[config.mk]
export PLATFORM = sky130hd
export DESIGN_NAME = uart_hex_sender_flat
export DESIGN_NICKNAME = d
export VERILOG_FILES = /design/src/rtl/uart_hex_sender_if.sv /design/src/rtl/uart_hex_sender.sv /design/src/flat_wrapper.sv
export SDC_FILE = /design/constraint.sdc
export NUM_CORES = 1
export LEC_CHECK = 0
export BUFFER_PORTS_ARGS = -buffer_cell sky130_fd_sc_hd__clkbuf_2
export CELL_PAD_IN_SITES_DETAIL_PLACEMENT = 0
export CELL_PAD_IN_SITES_GLOBAL_PLACEMENT = 1
export CORE_MARGIN = 2
export CORE_UTILIZATION = 37
export CTS_BUF_LIST = sky130_fd_sc_hd__clkbuf_8
export DETAILED_ROUTE_END_ITERATION = 16
export GPL_TIMING_DRIVEN = 0
export PLACE_DENSITY_LB_ADDON = 0.1
export REMOVE_ABC_BUFFERS = 1
export SLEW_MARGIN = 10
export SYNTH_ARGS = -nofsm -noshare
export SYNTH_HDL_FRONTEND = slang
export SYNTH_SLANG_ARGS = --single-unit
[constraint.sdc]
create_clock -name clk -period 2.44 [get_ports clk]
set_input_delay 0.122 -clock clk [delete_from_list [all_inputs] [get_ports clk]]
set_output_delay 0.122 -clock clk [all_outputs]
set_load 0.02 [all_outputs]
[src/rtl/uart_hex_sender_if.sv]
// FIFO-side bundle between uart_hex_sender and the UART controller's TX/RX FIFOs.
// master = hex sender, slave = FIFO owner.
interface uart_hex_sender_if;
  logic       tx_full;
  logic       tx_push;
  logic [7:0] tx_push_data;
  logic       rx_empty;
  logic       rx_pop;
  logic [7:0] rx_pop_data;

  modport master (
    input  tx_full, rx_empty, rx_pop_data,
    output tx_push, tx_push_data, rx_pop
  );

  modport slave (
    output tx_full, rx_empty, rx_pop_data,
    input  tx_push, tx_push_data, rx_pop
  );
endinterface

[src/rtl/uart_hex_sender.sv]
// Prints a DATA_W-bit value as uppercase ASCII hex (optionally + CR LF) into the UART TX FIFO,
// triggered by i_start or by an 'S'/'s' byte drained from the RX FIFO.
module uart_hex_sender #(
  parameter int unsigned DATA_W    = 16,
  parameter bit          SEND_CRLF = 1'b1
) (
  input  logic              clk,
  input  logic              rst,
  input  logic              i_start,
  input  logic [DATA_W-1:0] i_data,
  output logic              o_busy,
  output logic              o_done,
  uart_hex_sender_if.master fifo
);

  localparam int unsigned NIB   = DATA_W / 4;
  localparam int unsigned N     = NIB + (SEND_CRLF ? 2 : 0);
  localparam int unsigned IDX_W = $clog2(N + 1);

  typedef enum logic [1:0] {IDLE, SEND, DONE} state_e;

  state_e              state_q, state_d;
  logic [DATA_W-1:0]   shadow_q, shadow_d;
  logic [IDX_W-1:0]    idx_q, idx_d;
  logic                tx_push_c;
  logic                rx_pop_c;
  logic                done_c;
  logic [3:0]          nib_c;
  logic [7:0]          char_c;

  always_ff @(posedge clk) begin
    if (rst) begin
      state_q  <= IDLE;
      shadow_q <= '0;
      idx_q    <= '0;
    end else begin
      state_q  <= state_d;
      shadow_q <= shadow_d;
      idx_q    <= idx_d;
    end
  end

  // i_start has priority over the RX command path; RX is only drained in IDLE
  always_comb begin
    state_d   = state_q;
    shadow_d  = shadow_q;
    idx_d     = idx_q;
    tx_push_c = 1'b0;
    rx_pop_c  = 1'b0;
    done_c    = 1'b0;
    case (state_q)
      IDLE: begin
        if (i_start) begin
          shadow_d = i_data;
          idx_d    = '0;
          state_d  = SEND;
        end else if (!fifo.rx_empty) begin
          rx_pop_c = 1'b1;
          if (fifo.rx_pop_data == 8'h53 || fifo.rx_pop_data == 8'h73) begin
            shadow_d = i_data;
            idx_d    = '0;
            state_d  = SEND;
          end
        end
      end
      SEND: begin
        if (!fifo.tx_full) begin
          tx_push_c = 1'b1;
          idx_d     = idx_q + IDX_W'(1);
          if (idx_q == IDX_W'(N - 1)) state_d = DONE;
        end
      end
      DONE: begin
        done_c  = 1'b1;
        state_d = IDLE;
      end
      default: state_d = IDLE;
    endcase
  end

  // Character at idx: hex digits MSB nibble first, then CR, LF
  always_comb begin
    nib_c = 4'h0;
    for (int unsigned k = 0; k < NIB; k++) begin
      if (32'(idx_q) == k) nib_c = shadow_q[DATA_W-1-4*k -: 4];
    end
    if (32'(idx_q) < NIB)       char_c = (nib_c < 4'd10) ? 8'h30 + 8'(nib_c) : 8'h37 + 8'(nib_c);
    else if (32'(idx_q) == NIB) char_c = 8'h0D;
    else                        char_c = 8'h0A;
  end

  assign o_busy            = (state_q != IDLE);
  assign o_done            = done_c;
  assign fifo.tx_push      = tx_push_c;
  assign fifo.tx_push_data = char_c;
  assign fifo.rx_pop       = rx_pop_c;

endmodule

[src/flat_wrapper.sv]
// flat-port wrapper written by rule: the top's interface ports become plain ports
module uart_hex_sender_flat 
#(
  parameter int unsigned DATA_W    = 16,
  parameter bit          SEND_CRLF = 1'b1
)
  (clk, rst, i_start, i_data, o_busy, o_done, fifo_tx_full, fifo_rx_empty, fifo_rx_pop_data, fifo_tx_push, fifo_tx_push_data, fifo_rx_pop);
  uart_hex_sender_if fifo_i ();
  input  logic clk;
  input  logic rst;
  input  logic i_start;
  input  logic [DATA_W-1:0] i_data;
  output logic o_busy;
  output logic o_done;
  input wire logic [$bits(fifo_i.tx_full)-1:0] fifo_tx_full;
  input wire logic [$bits(fifo_i.rx_empty)-1:0] fifo_rx_empty;
  input wire logic [$bits(fifo_i.rx_pop_data)-1:0] fifo_rx_pop_data;
  output wire logic [$bits(fifo_i.tx_push)-1:0] fifo_tx_push;
  output wire logic [$bits(fifo_i.tx_push_data)-1:0] fifo_tx_push_data;
  output wire logic [$bits(fifo_i.rx_pop)-1:0] fifo_rx_pop;
  assign fifo_i.tx_full = fifo_tx_full;
  assign fifo_i.rx_empty = fifo_rx_empty;
  assign fifo_i.rx_pop_data = fifo_rx_pop_data;
  assign fifo_tx_push = fifo_i.tx_push;
  assign fifo_tx_push_data = fifo_i.tx_push_data;
  assign fifo_rx_pop = fifo_i.rx_pop;
  uart_hex_sender #(.DATA_W(DATA_W), .SEND_CRLF(SEND_CRLF)) u_core (.clk(clk), .rst(rst), .i_start(i_start), .i_data(i_data), .o_busy(o_busy), .o_done(o_done), .fifo(fifo_i));
endmodule
==> run summary <==
* finished, final reports clean — run status
* 59.9 um — chip width
* 20 — DRC violation total after the first TritonRoute iteration
* 21 — TritonCTS sink count
* done — clock tree from TritonCTS
* 2320 ps — data required time of the worst path
* 2350 ps — time the worst path needs with I/O delays and setup
* 21 — synthesis-stage register bit count
* 5.12 — post-DR vias/cell
* 38 — Distinct cells, synth
* 427 um^2 — sequential cell area
* 88.2 ps — final worst slack
* 0 — post-synthesis async set-or-reset flop share
* 0 — post-detailed-route DRC marker count
* 0 — final setup vio count
* 0.0281 — routing usage on met3
* 41 — # IOs
* in -> reg — type of the tightest min-delay check
* 0.161 — GR Util All Layers
* 1150 um^2 — Netlist Area Pre-Place
* 0 — Synth warnings
* 0.221 — global routing usage on met1
* 0 — number of maximum-capacitance constraint violations
* 0.705 nW — total leakage power
* 0.964 — post-route fraction of the period consumed by the critical path
* met2 — highest-utilization routing layer at the global route stage
* 0.258 — combinational share of power
* 0.385 — effective utilization at floorplan
* 3 — number of buffers added by the clock tree synthesis step
* 38 — buffers added on ports
* 4 — router iterations before antenna repair
* 0 — antenna violations before repair
* 0.248 — met2 usage
* 488 nW/um^2 — power density over cell area
* 3580 um^2 — Die Outline Area
* 508 ps — pin slew with the least headroom to its limit
* 0.579 mW — cell-internal power
* 0.273 — share of power burned in the clock network
* 0.427 — fraction of final layout cells sized beyond drive strength 1
* 0.000284 V — peak supply drop
* 288 — filler cell count in the final layout
* 3000 um^2 — area of the core
* -36.8 ps — worst slack at placement
* 0 — post-route ant nets
* 0.221 mW — sw power
* 41.9% — area growth from synthesis to layout
* 2700 um — wire length reported by the detailed router
* 250 ps — Clk Latency, worst-skew pair
* 1 — Clock H-tree levels
* 70 ps — post-CTS clock slew at the launch and capture registers of the worst setup and hold paths
* 1.23 ps — Worst Skew
* 1880 um — HPWL after detailed placement
* 2 — number of buffers between clock root and the deepest sink
* 0 — number of diodes
* 0.364 — sequential cell area fraction in the yosys report
* flop — nature of the critical path startpoint
* 20 — number of placement rows
* 6 — critical path fanouts, max
* clkbuf_8 — library cell used as clock root buffer
* 59.9 um — floorplan die height
* 0 — count of flip-flops with a built-in enable after synthesis
* 0.546 — fin util
* reg -> out — startpoint-to-endpoint class of the critical path
* 2230 ps — Worst EP arrival
* dfxtp_1 — ys flop type
* 13.3 um — average wire per cell in the routed design
* 207 — number of nets in the layout
* 0.661 — Slew headroom
* 934 — number of global-route vias before repair
* 0.276 — switch share
* 4340 um — global-route wire length before repair
* 821 um^2 — multi-input combinational cell area
* 126 — Gate Count Post-Synth
* 0.793 — final estimated routing congestion in global placement
* 0 — hold violation count in the final report
* 0 — total grt overflow
* 0 — hold buffer count at CTS
* output port — type of element capturing the critical path
* 1,044 — Via Count
* 22 — largest net degree at the start of global routing
* 9.17 um^2 — mean area per synthesized cell
* 0 — count of final max-slew check failures
* 0.468 — Sequential Power Share
* 0.425 GHz — Max Freq
placed cells by master, fill, tap and decap left out, types with 3 or more instances in the layout:
master and instances:
nor2_1 22, ha_4 4, mux2i_1 16, a32oi_4 3, clkbuf_8 4, a21oi_1 4, nand2b_1 3, clkbuf_2 34
nand2_1 6, a221o_1 3, dfxtp_1 18, buf_4 9, inv_1 3
power groups by stage:
stage                     Sequential, mW  Combinational, mW  Clock, mW
after floorplan                    0.378              0.110          0
after global placement             0.382              0.160          0
after detailed placement           0.382              0.170          0
after CTS                          0.374              0.191      0.230
after global routing               0.378              0.227      0.248
final                              0.375              0.206      0.219
worst paths after layout:
path,start,endpoint,slack [ps],cells past startpoint
worst max-delay path,u_core.idx_q[0],fifo_tx_push_data[0],90,9
worst min-delay path,i_data[2],u_core.shadow_q[2],100,3
worst max register to register,u_core.state_q[1],u_core.shadow_q[10],770,5
worst min register to register,u_core.shadow_q[5],u_core.shadow_q[5],490,2
cell families (layout without fill, tap and decap cells):
group,after synthesis,after routing,synth area share
fa+ha+maj,6,6,0.0650
simple gates,49,49,0.209
compound gates,24,24,0.178
other cells,1,1,0.00325
buf+inv,9,54,0.0422
flops,21,21,0.364
mux,16,16,0.139
Yosys cell counts, types with 2 or more instances:
master    instances  area, um^2
a32oi_1           2        17.5
nor2_1           24        90.1
ha_1              6        75.1
o21ai_0           2        10.0
nor3_1            2        10.0
a21oi_1           5        25.0
nand2b_1          3        18.8
a21o_1            2        15.0
dfxtp_1          21         420
a32oi_2           2        32.5
nand2_1           6        22.5
buf_4             2        15.0
or3_1             2        12.5
and2_1            2        12.5
mux2i_1          16         160
inv_1             4        15.0
a221o_1           3        30.0
clkbuf_1          2        7.51
registers in the layout, indices dropped and copies added, names as in the netlist:
| name | count |
|---|---|
| u_core.state_q | 2 |
| u_core.idx_q | 3 |
| u_core.shadow_q | 16 |
timing repair:
action                     CTS  global route
pin swaps                    5             8
gates resized for setup     18            17
setup buffers                4             3
setup endpoints to repair    6             6
final cells by class:
class | count | share of cell area
inverter | 4 | 0.00916
clock buffer | 3 | 0.0252
sequential | 21 | 0.260
timing repair buffer | 46 | 0.177
tap | 33 | 0.0252
clock inverter | 1 | 0.00229
multi-input combinational | 96 | 0.501
stage by stage:
step                hold WS, ps  cell area, um^2  std cells  total power, mW  TNS (ps)
floorplan                   191             1120        121            0.488         0
global placement            357             1350        192            0.542     -3010
detailed placement          364             1380        193            0.552     -71.7
CTS                        96.0             1540        201            0.795         0
global route                114             1640        204            0.853     -19.1
finish                      101             1640        204            0.800         0
worst max-delay path: stages, from the launching register on:
cell,delay [ps]
dfxtp_2,330
buf_4,150
ha_4,160
ha_4,160
nor2_4,240
a32oi_4,170
buf_6,160
a2111oi_4,350
a211oi_2,80
buf_4,170
routing by layer:
layer | routed length [um] | up-vias | part of all wire
li1 | - | 544 | -
met1 | 1240 | 468 | 0.46
met2 | 1290 | 30 | 0.48
met3 | 145 | 2 | 0.054
met4 | 23 | 0 | 0.0085
met5 | 0 | - | 0
Note: power is estimated with default switching activity, not from simulation.
